===== src/rtl/xnor2_gate.sv =====
// Purpose : two-input XNOR primitive with a registered observability side-path.
// Latency : y is combinational (0 cycles); y_q, pulses and counters update 1 cycle after sampling.
// Backpr. : none -- no handshake, the side-path samples every rising clk edge.
//
// Ports:
//   clk      - clock for the monitoring path only; y does not depend on it
//   rst      - synchronous active-high reset of the monitoring path (y unaffected)
//   a, b     - operands
//   y        - ~(a ^ b), combinational
//   y_q      - y registered
//   y_rise   - one-cycle pulse when y sampled 1 while y_q was 0
//   y_fall   - one-cycle pulse when y sampled 0 while y_q was 1
//   eq_run   - consecutive edges with y==1, saturating, cleared when y==0
//   eq_total - total edges with y==1 since reset, saturating
module xnor2_gate #(
   parameter int CNT_W = 8
) (
   input  logic             clk,
   input  logic             rst,
   input  logic             a,
   input  logic             b,
   output logic             y,
   output logic             y_q,
   output logic             y_rise,
   output logic             y_fall,
   output logic [CNT_W-1:0] eq_run,
   output logic [CNT_W-1:0] eq_total
);

   localparam logic [CNT_W-1:0] CNT_MAX = {CNT_W{1'b1}};

   logic             y_q_d;
   logic             y_rise_q, y_rise_d;
   logic             y_fall_q, y_fall_d;
   logic [CNT_W-1:0] eq_run_q, eq_run_d;
   logic [CNT_W-1:0] eq_total_q, eq_total_d;

   // Counters stick at all-ones so a long equal run never reads as a short one.
   function automatic logic [CNT_W-1:0] sat_inc(input logic [CNT_W-1:0] x);
      if (x == CNT_MAX) begin
         return x;
      end
      return x + 1'b1;
   endfunction

   // Pure gate path: no dependence on clk or rst.
   assign y = ~(a ^ b);

   always_comb begin
      y_q_d      = y;
      y_rise_d   = y & ~y_q;
      y_fall_d   = ~y & y_q;
      eq_run_d   = '0;
      eq_total_d = eq_total_q;
      if (y) begin
         eq_run_d   = sat_inc(eq_run_q);
         eq_total_d = sat_inc(eq_total_q);
      end
   end

   always_ff @(posedge clk) begin
      if (rst) begin
         y_q        <= 1'b0;
         y_rise_q   <= 1'b0;
         y_fall_q   <= 1'b0;
         eq_run_q   <= '0;
         eq_total_q <= '0;
      end else begin
         y_q        <= y_q_d;
         y_rise_q   <= y_rise_d;
         y_fall_q   <= y_fall_d;
         eq_run_q   <= eq_run_d;
         eq_total_q <= eq_total_d;
      end
   end

   assign y_rise   = y_rise_q;
   assign y_fall   = y_fall_q;
   assign eq_run   = eq_run_q;
   assign eq_total = eq_total_q;

endmodule


===== config.mk =====
export PLATFORM = sky130hd
export DESIGN_NAME = xnor2_gate
export DESIGN_NICKNAME = d
export VERILOG_FILES = /design/src/rtl/xnor2_gate.sv
export SDC_FILE = /design/constraint.sdc
export NUM_CORES = 1
export LEC_CHECK = 0
export BUFFER_PORTS_ARGS = -buffer_cell sky130_fd_sc_hd__buf_4
export CORE_MARGIN = 2
export CORE_UTILIZATION = 38
export DETAILED_ROUTE_END_ITERATION = 16
export PLACE_DENSITY = 0.62
export SYNTH_ARGS = -nofsm -noshare
export SYNTH_HDL_FRONTEND = slang
export SYNTH_SLANG_ARGS = --single-unit

===== constraint.sdc =====
create_clock -name clk -period 1.9 [get_ports clk]
set_clock_uncertainty 0.2 [all_clocks]
set_input_delay 0 -clock clk [delete_from_list [all_inputs] [get_ports clk]]
set_output_delay 0 -clock clk [all_outputs]
set_load 0.03 [all_outputs]

==> results of run 1 <==
==> logic make-up (layout without fill, tap and decap cells) <==
family          count (synthesis)  after routing  synth area share
compound gates                 24             24            0.1880
xor+xnor                        1              1           0.01734
fa+ha+maj                       2              2           0.02666
buf+inv                        12             34           0.06132
flops                          19             19            0.4053
mux                             3              3           0.03467
simple gates                   43             43            0.2667
==> state kept, by name, summed over array words and instances, names as in the netlist <==
register,flops
eq_total,8
y_rise,1
y_q,1
y_fall,1
eq_run,8
==> worst min path at each step <==
stage | depth (start not counted) | endpoint
global placement | 2 | eq_total[3]$_SDFFE_PP0P_
finish | 4 | eq_total[6]$_SDFFE_PP0P_
floorplan | 2 | eq_total[1]$_SDFFE_PP0P_
global route | 4 | eq_total[6]$_SDFFE_PP0P_
detailed placement | 2 | eq_total[3]$_SDFFE_PP0P_
CTS | 4 | eq_total[6]$_SDFFE_PP0P_
==> Yosys cell counts, types with 4 or more instances <==
cell	instances	area, um^2
a311oi_1	4	35.03
nand2_1	5	18.77
nand3_1	5	25.02
a31oi_1	5	31.28
nor2_1	4	15.01
dfxtp_1	19	380.4
a21oi_1	5	25.02
nor3_1	8	40.04
==> where the power goes <==
part | total (mW) | switching, mW | internal [mW]
logic | 0.121 | 0.0720 | 0.0492
clock network | 0.208 | 0.130 | 0.0785
registers | 0.424 | 0.0124 | 0.412
==> layer usage <==
metal  wire [um]  vias up  share of wire
met2         958       18           0.47
met1         980      401           0.48
li1            -      438              -
met5           0        -              0
met4          23        0          0.011
met3          83        4          0.041
==> what timing repair did <==
item                                   4_1_cts  5_1_grt
endpoints found under the hold margin        9        0
hold buffers                                 3        0
gates resized for setup                      0        1
setup endpoints to repair                    0        1
==> area by class of cell <==
cell class                      count  area share
Clock buffer                        3     0.01905
Clock inverter                      1    0.004233
Inverter                            4     0.01270
Multi-Input combinational cell     73      0.4392
Sequential cell                    19      0.3217
Tap cell                           30     0.03175
Timing Repair Buffer               26      0.1714
==> metrics by stage <==
step / setup WS, ns / instance area, um^2 / cells / hold WS (ns)
floorplan: 0.02185 / 945.9 / 104 / -0.01641
global placement: 0.1917 / 1114 / 149 / 0.07874
detailed placement: 0.1356 / 1114 / 149 / 0.08561
CTS: 0.02633 / 1171 / 156 / 0.01164
global route: 0.04607 / 1182 / 156 / 0.04106
finish: 0.09525 / 1182 / 156 / 0.01823
==> worst max-delay path, cell delays in order <==
cell and delay (ns):
dlygate4sd3_1 0.54, buf_4 0.15, xor2_4 0.21, inv_2 0.15, dlygate4sd3_1 0.60, nor3b_1 0.18
==> flow_summary_export.csv, run 1 <==
group,metric,value,unit
finish,layout_commonest_cell,"buf_4",
logic_synthesis,netlist_area,938.4,um^2
finish,num_antenna_cells,0,
drt,drcViolationCount,0,
finish,final_cell_mix,"buf_4 (23), dfxtp_1 (19), nor3_1 (8)",
worst_setup_path,startpoint_type,"input pin",
worst_setup_path,worstPathRequired,1.93,ns
logic_synthesis,yosysUniqueCellTypes,36,
floorplanning,fp.dieH,53.70,um
grt,grt_start_max_net_pins,15,
logic_synthesis,synth_nets,110,
clock_network,numCtsBuffers,3,
logic_synthesis,synth_edf_count,0,
grt,grt_usage,0.1579,
worst_setup_path,rr_startpoint,"eq_run[0]$_SDFFE_PP0P_",
finish,nets,133,
logic_synthesis,synth-seq-cells,19,
worst_setup_path,path_class,"input pin to register",
floorplanning,start_util,0.3894,
drt,avgViaCountPerCell,5.519,
clock_network,htree_levels,1,
clock_network,clock_path_buffers,2,
worst_setup_path,r2r_cells,4,
hold_path,hp-start,"b",
clock_network,path_clk_slew,0.11,ns
grt,overflow,0,
grt,grt_use_met1,0.2165,
sta,layout_min_cycle_time,1.805,ns
grt,grt_pass1_wl,3360,um
worst_setup_path,path_max_fanout,12,
floorplanning,die-width,53.70,um
worst_setup_path,worstPathArrival,1.83,ns
drt,dr.pass1.iters,4,
sta,setup_viol_count_final,0,
sta,fin_crit_sh,0.9499,
run,drv_cap,0,
clock_network,insertion_delay,0.30,ns
power,power_density,637.2,mW/mm^2
worst_setup_path,end_kind,"register",
place,dp_hpwl,1393,um
place,routabilityCongestion,0.7241,
grt,busiest_layer,"met2",
clock_network,cts-root-buf,"clkbuf_4",
clock_network,post_cts_buffers,0,
sta,report.final.slew_viol_count,0,
power,leakagePower,0.4617,nW
grt,grtUsageMet2,0.2378,
worst_setup_path,rrSetupSlack,0.1,ns
worst_setup_path,reg2reg_to,"eq_run[5]$_SDFFE_PP0P_",
logic_synthesis,synthArstFlopShare,0,
sta,fmax,554.1,MHz
drt,initialDrtViolationCount,17,
finish,area_growth,26.00,%
status,run_status,"finished clean",
sta,slew_headroom,0.7642,
place,numPortBuffers,23,
power,total_power,0.7534,mW
sta,hold_violations,0,
logic_synthesis,synth-seq-area-share,0.4053,
logic_synthesis,syn_inst,104,
logic_synthesis,avgSynthCellArea,9.023,um^2
floorplanning,io_pins,24,
drt,vias,861,
finish,seqCellArea,380.4,um^2
floorplanning,row_count,18,
hold_path,hold_class,"input pin to register",
clock_network,cts_sinks,19,
grt,grt_util_met3,0.03611,
grt,antenna_found_initial,0,
drt,drt_wl_total,2045,um
logic_synthesis,yosysWarnings,0,
grt,first_global_vias,761,
worst_setup_path,cp-startpoint,"a",
worst_setup_path,crit_end,"y_fall$_SDFF_PP0_",
floorplanning,core_area,0.002410,mm^2
drt,wire_per_inst,13.11,um
finish,final_util,0.4907,
floorplanning,die_area,0.002883,mm^2
drt,postRouteAntennaNets,0,
finish,multiInputGateArea,519.2,um^2
power,peakVddDrop,342.9,uV
sta,tns,0,ns
logic_synthesis,synth-main-ff-cell,"dfxtp_1",
sta,worst_pin_slew,0.3532,ns
clock_network,tritoncts,"done",
finish,drive_gt1_frac,0.2937,
finish,fill_cells,230,
sta,rsz0062_at_grt,"no",
Power figures use the tool's default switching activity.
==> inputs of run 2 (changes only) <==
==> constraint.sdc (replaced) <==
create_clock -name clk -period 1.55 [get_ports clk]
set_clock_uncertainty 0.2 [all_clocks]
set_input_delay 0 -clock clk [delete_from_list [all_inputs] [get_ports clk]]
set_output_delay 0 -clock clk [all_outputs]
set_load 0.03 [all_outputs]
==> flow_summary_export.csv, run 2 (synthesis results as in run 1) <==
group,metric,value,unit
drt,avgViaCountPerCell,5.341,
worst_setup_path,path_max_fanout,3,
clock_network,post_cts_buffers,0,
run,drv_cap,0,
worst_setup_path,rrSetupSlack,0.03,ns
power,peakVddDrop,421.9,uV
clock_network,cts-root-buf,"clkbuf_4",
drt,drcViolationCount,0,
finish,multiInputGateArea,556.8,um^2
grt,overflow,0,
drt,drt_wl_total,2391,um
clock_network,clock_path_buffers,2,
clock_network,numCtsBuffers,3,
place,dp_hpwl,1767,um
drt,dr.pass1.iters,4,
drt,wire_per_inst,13.59,um
floorplanning,core_area,0.002410,mm^2
clock_network,insertion_delay,0.29,ns
worst_setup_path,worstPathArrival,1.52,ns
worst_setup_path,worstPathRequired,1.55,ns
status,run_status,"finished clean",
worst_setup_path,end_kind,"register",
grt,grt_util_met3,0.03333,
grt,grt_use_met1,0.2436,
sta,hold_violations,0,
finish,final_cell_mix,"buf_4 (44), dfxtp_1 (14), nor3_1 (8)",
worst_setup_path,path_class,"register to register",
clock_network,cts_sinks,19,
finish,fill_cells,224,
finish,seqCellArea,394.1,um^2
finish,drive_gt1_frac,0.4521,
floorplanning,row_count,18,
floorplanning,io_pins,24,
worst_setup_path,rr_startpoint,"eq_total[0]$_SDFFE_PP0P_",
clock_network,path_clk_slew,0.11,ns
sta,setup_viol_count_final,0,
grt,grt_pass1_wl,3857,um
power,power_density,692.4,mW/mm^2
sta,worst_pin_slew,0.3806,ns
clock_network,tritoncts,"done",
finish,layout_commonest_cell,"buf_4",
finish,area_growth,47.07,%
power,total_power,0.9556,mW
sta,slew_headroom,0.7460,
drt,vias,940,
grt,grtUsageMet2,0.2886,
sta,rsz0062_at_grt,"yes",
hold_path,whs_path_depth,4,
floorplanning,start_util,0.3894,
grt,antenna_found_initial,0,
sta,fin_crit_sh,0.9813,
grt,grt_usage,0.1811,
place,post-place-ws,0.01617,ns
worst_setup_path,critPathMaxStageDelay,0.37,ns
drt,initialDrtViolationCount,11,
clock_network,htree_levels,1,
hold_path,hp-start,"a",
sta,layout_min_cycle_time,1.521,ns
worst_setup_path,startpoint_type,"register",
place,numPortBuffers,23,
sta,fmax,657.4,MHz
worst_setup_path,reg2reg_to,"eq_total[0]$_SDFFE_PP0P_",
drt,postRouteAntennaNets,0,
grt,busiest_layer,"met2",
grt,first_global_vias,889,
worst_setup_path,slowest_stage,"dfxtp_4",
grt,grt_start_max_net_pins,15,
worst_setup_path,r2r_cells,4,
finish,num_antenna_cells,0,
hold_path,holdPathEnd,"eq_total[6]$_SDFFE_PP0P_",
worst_setup_path,crit_chain,"ha_4 > and2_4 > a41oi_4 > mux2_4",
hold_path,hold_class,"input pin to register",
place,routabilityCongestion,0.7894,
floorplanning,die-width,53.70,um
finish,nets,153,
sta,report.final.slew_viol_count,0,
finish,final_util,0.5727,
floorplanning,fp.dieH,53.70,um
power,leakagePower,0.5693,nW
floorplanning,die_area,0.002883,mm^2
sta,timing.final.ws_setup,0.02893,ns
[run 2: final cells by class]
| cell class | instances | area share |
|---|---|---|
| clock buffer | 4 | 0.01904 |
| sequential | 19 | 0.2856 |
| multi-input combinational | 73 | 0.4034 |
| inverter | 4 | 0.01088 |
| tap | 30 | 0.02720 |
| timing repair buffer | 46 | 0.2539 |
[run 2: what timing repair did]
action,4_1_cts,5_1_grt
hold endpoints to repair,10,0
pin swaps,2,3
hold buffers,2,0
resized for setup,1,2
setup endpoints to repair,1,3
[run 2: worst max-delay path, delay by kind of cell, from the launching register on]
family                     cells  cell delay (ns)
AOI/OAI and AO/OA              1             0.23
adders and majority gates      1             0.16
DFF                            1             0.37
muxes                          1             0.31
and+or+nand+nor                1             0.16
[run 2: stage by stage]
stage / area, um^2 / std cells / setup TNS, ns / hold slack (ns)
after floorplan: 1005 / 104 / -0.2797 / -0.02394
after global placement: 1318 / 170 / 0 / 0.07615
after detailed placement: 1318 / 170 / 0 / 0.08753
after CTS: 1366 / 176 / 0 / 0.02204
after global routing: 1380 / 176 / -0.001850 / 0.07963
final: 1380 / 176 / 0 / 0.04232
[run 2: per-layer routing]
layer	routed length (um)	vias to the layer above
met1	1158	439
met4	15	0
met2	1132	21
li1	-	478
met3	85	2
met5	0	-
[run 2: worst max-delay path by stage]
stage                                   from                  endpoint  slack, ns  depth (start not counted)
floorplan             eq_run[0]$_SDFFE_PP0P_    eq_run[5]$_SDFFE_PP0P_      -0.15                          5
global placement      eq_run[0]$_SDFFE_PP0P_    eq_run[5]$_SDFFE_PP0P_       0.03                          4
detailed placement    eq_run[0]$_SDFFE_PP0P_    eq_run[5]$_SDFFE_PP0P_       0.02                          4
CTS                 eq_total[0]$_SDFFE_PP0P_  eq_total[0]$_SDFFE_PP0P_       0.02                          4
global route        eq_total[1]$_SDFFE_PP0P_  eq_total[0]$_SDFFE_PP0P_     -0.002                          4
finish              eq_total[0]$_SDFFE_PP0P_  eq_total[0]$_SDFFE_PP0P_       0.03                          4
[run 2: report_power, final]
part | internal [mW] | switching [mW] | leakage [nW]
clock network | 0.100 | 0.155 | 0.0150
logic | 0.0811 | 0.0990 | 0.397
registers | 0.506 | 0.0148 | 0.157
total | 0.687 | 0.269 | 0.569
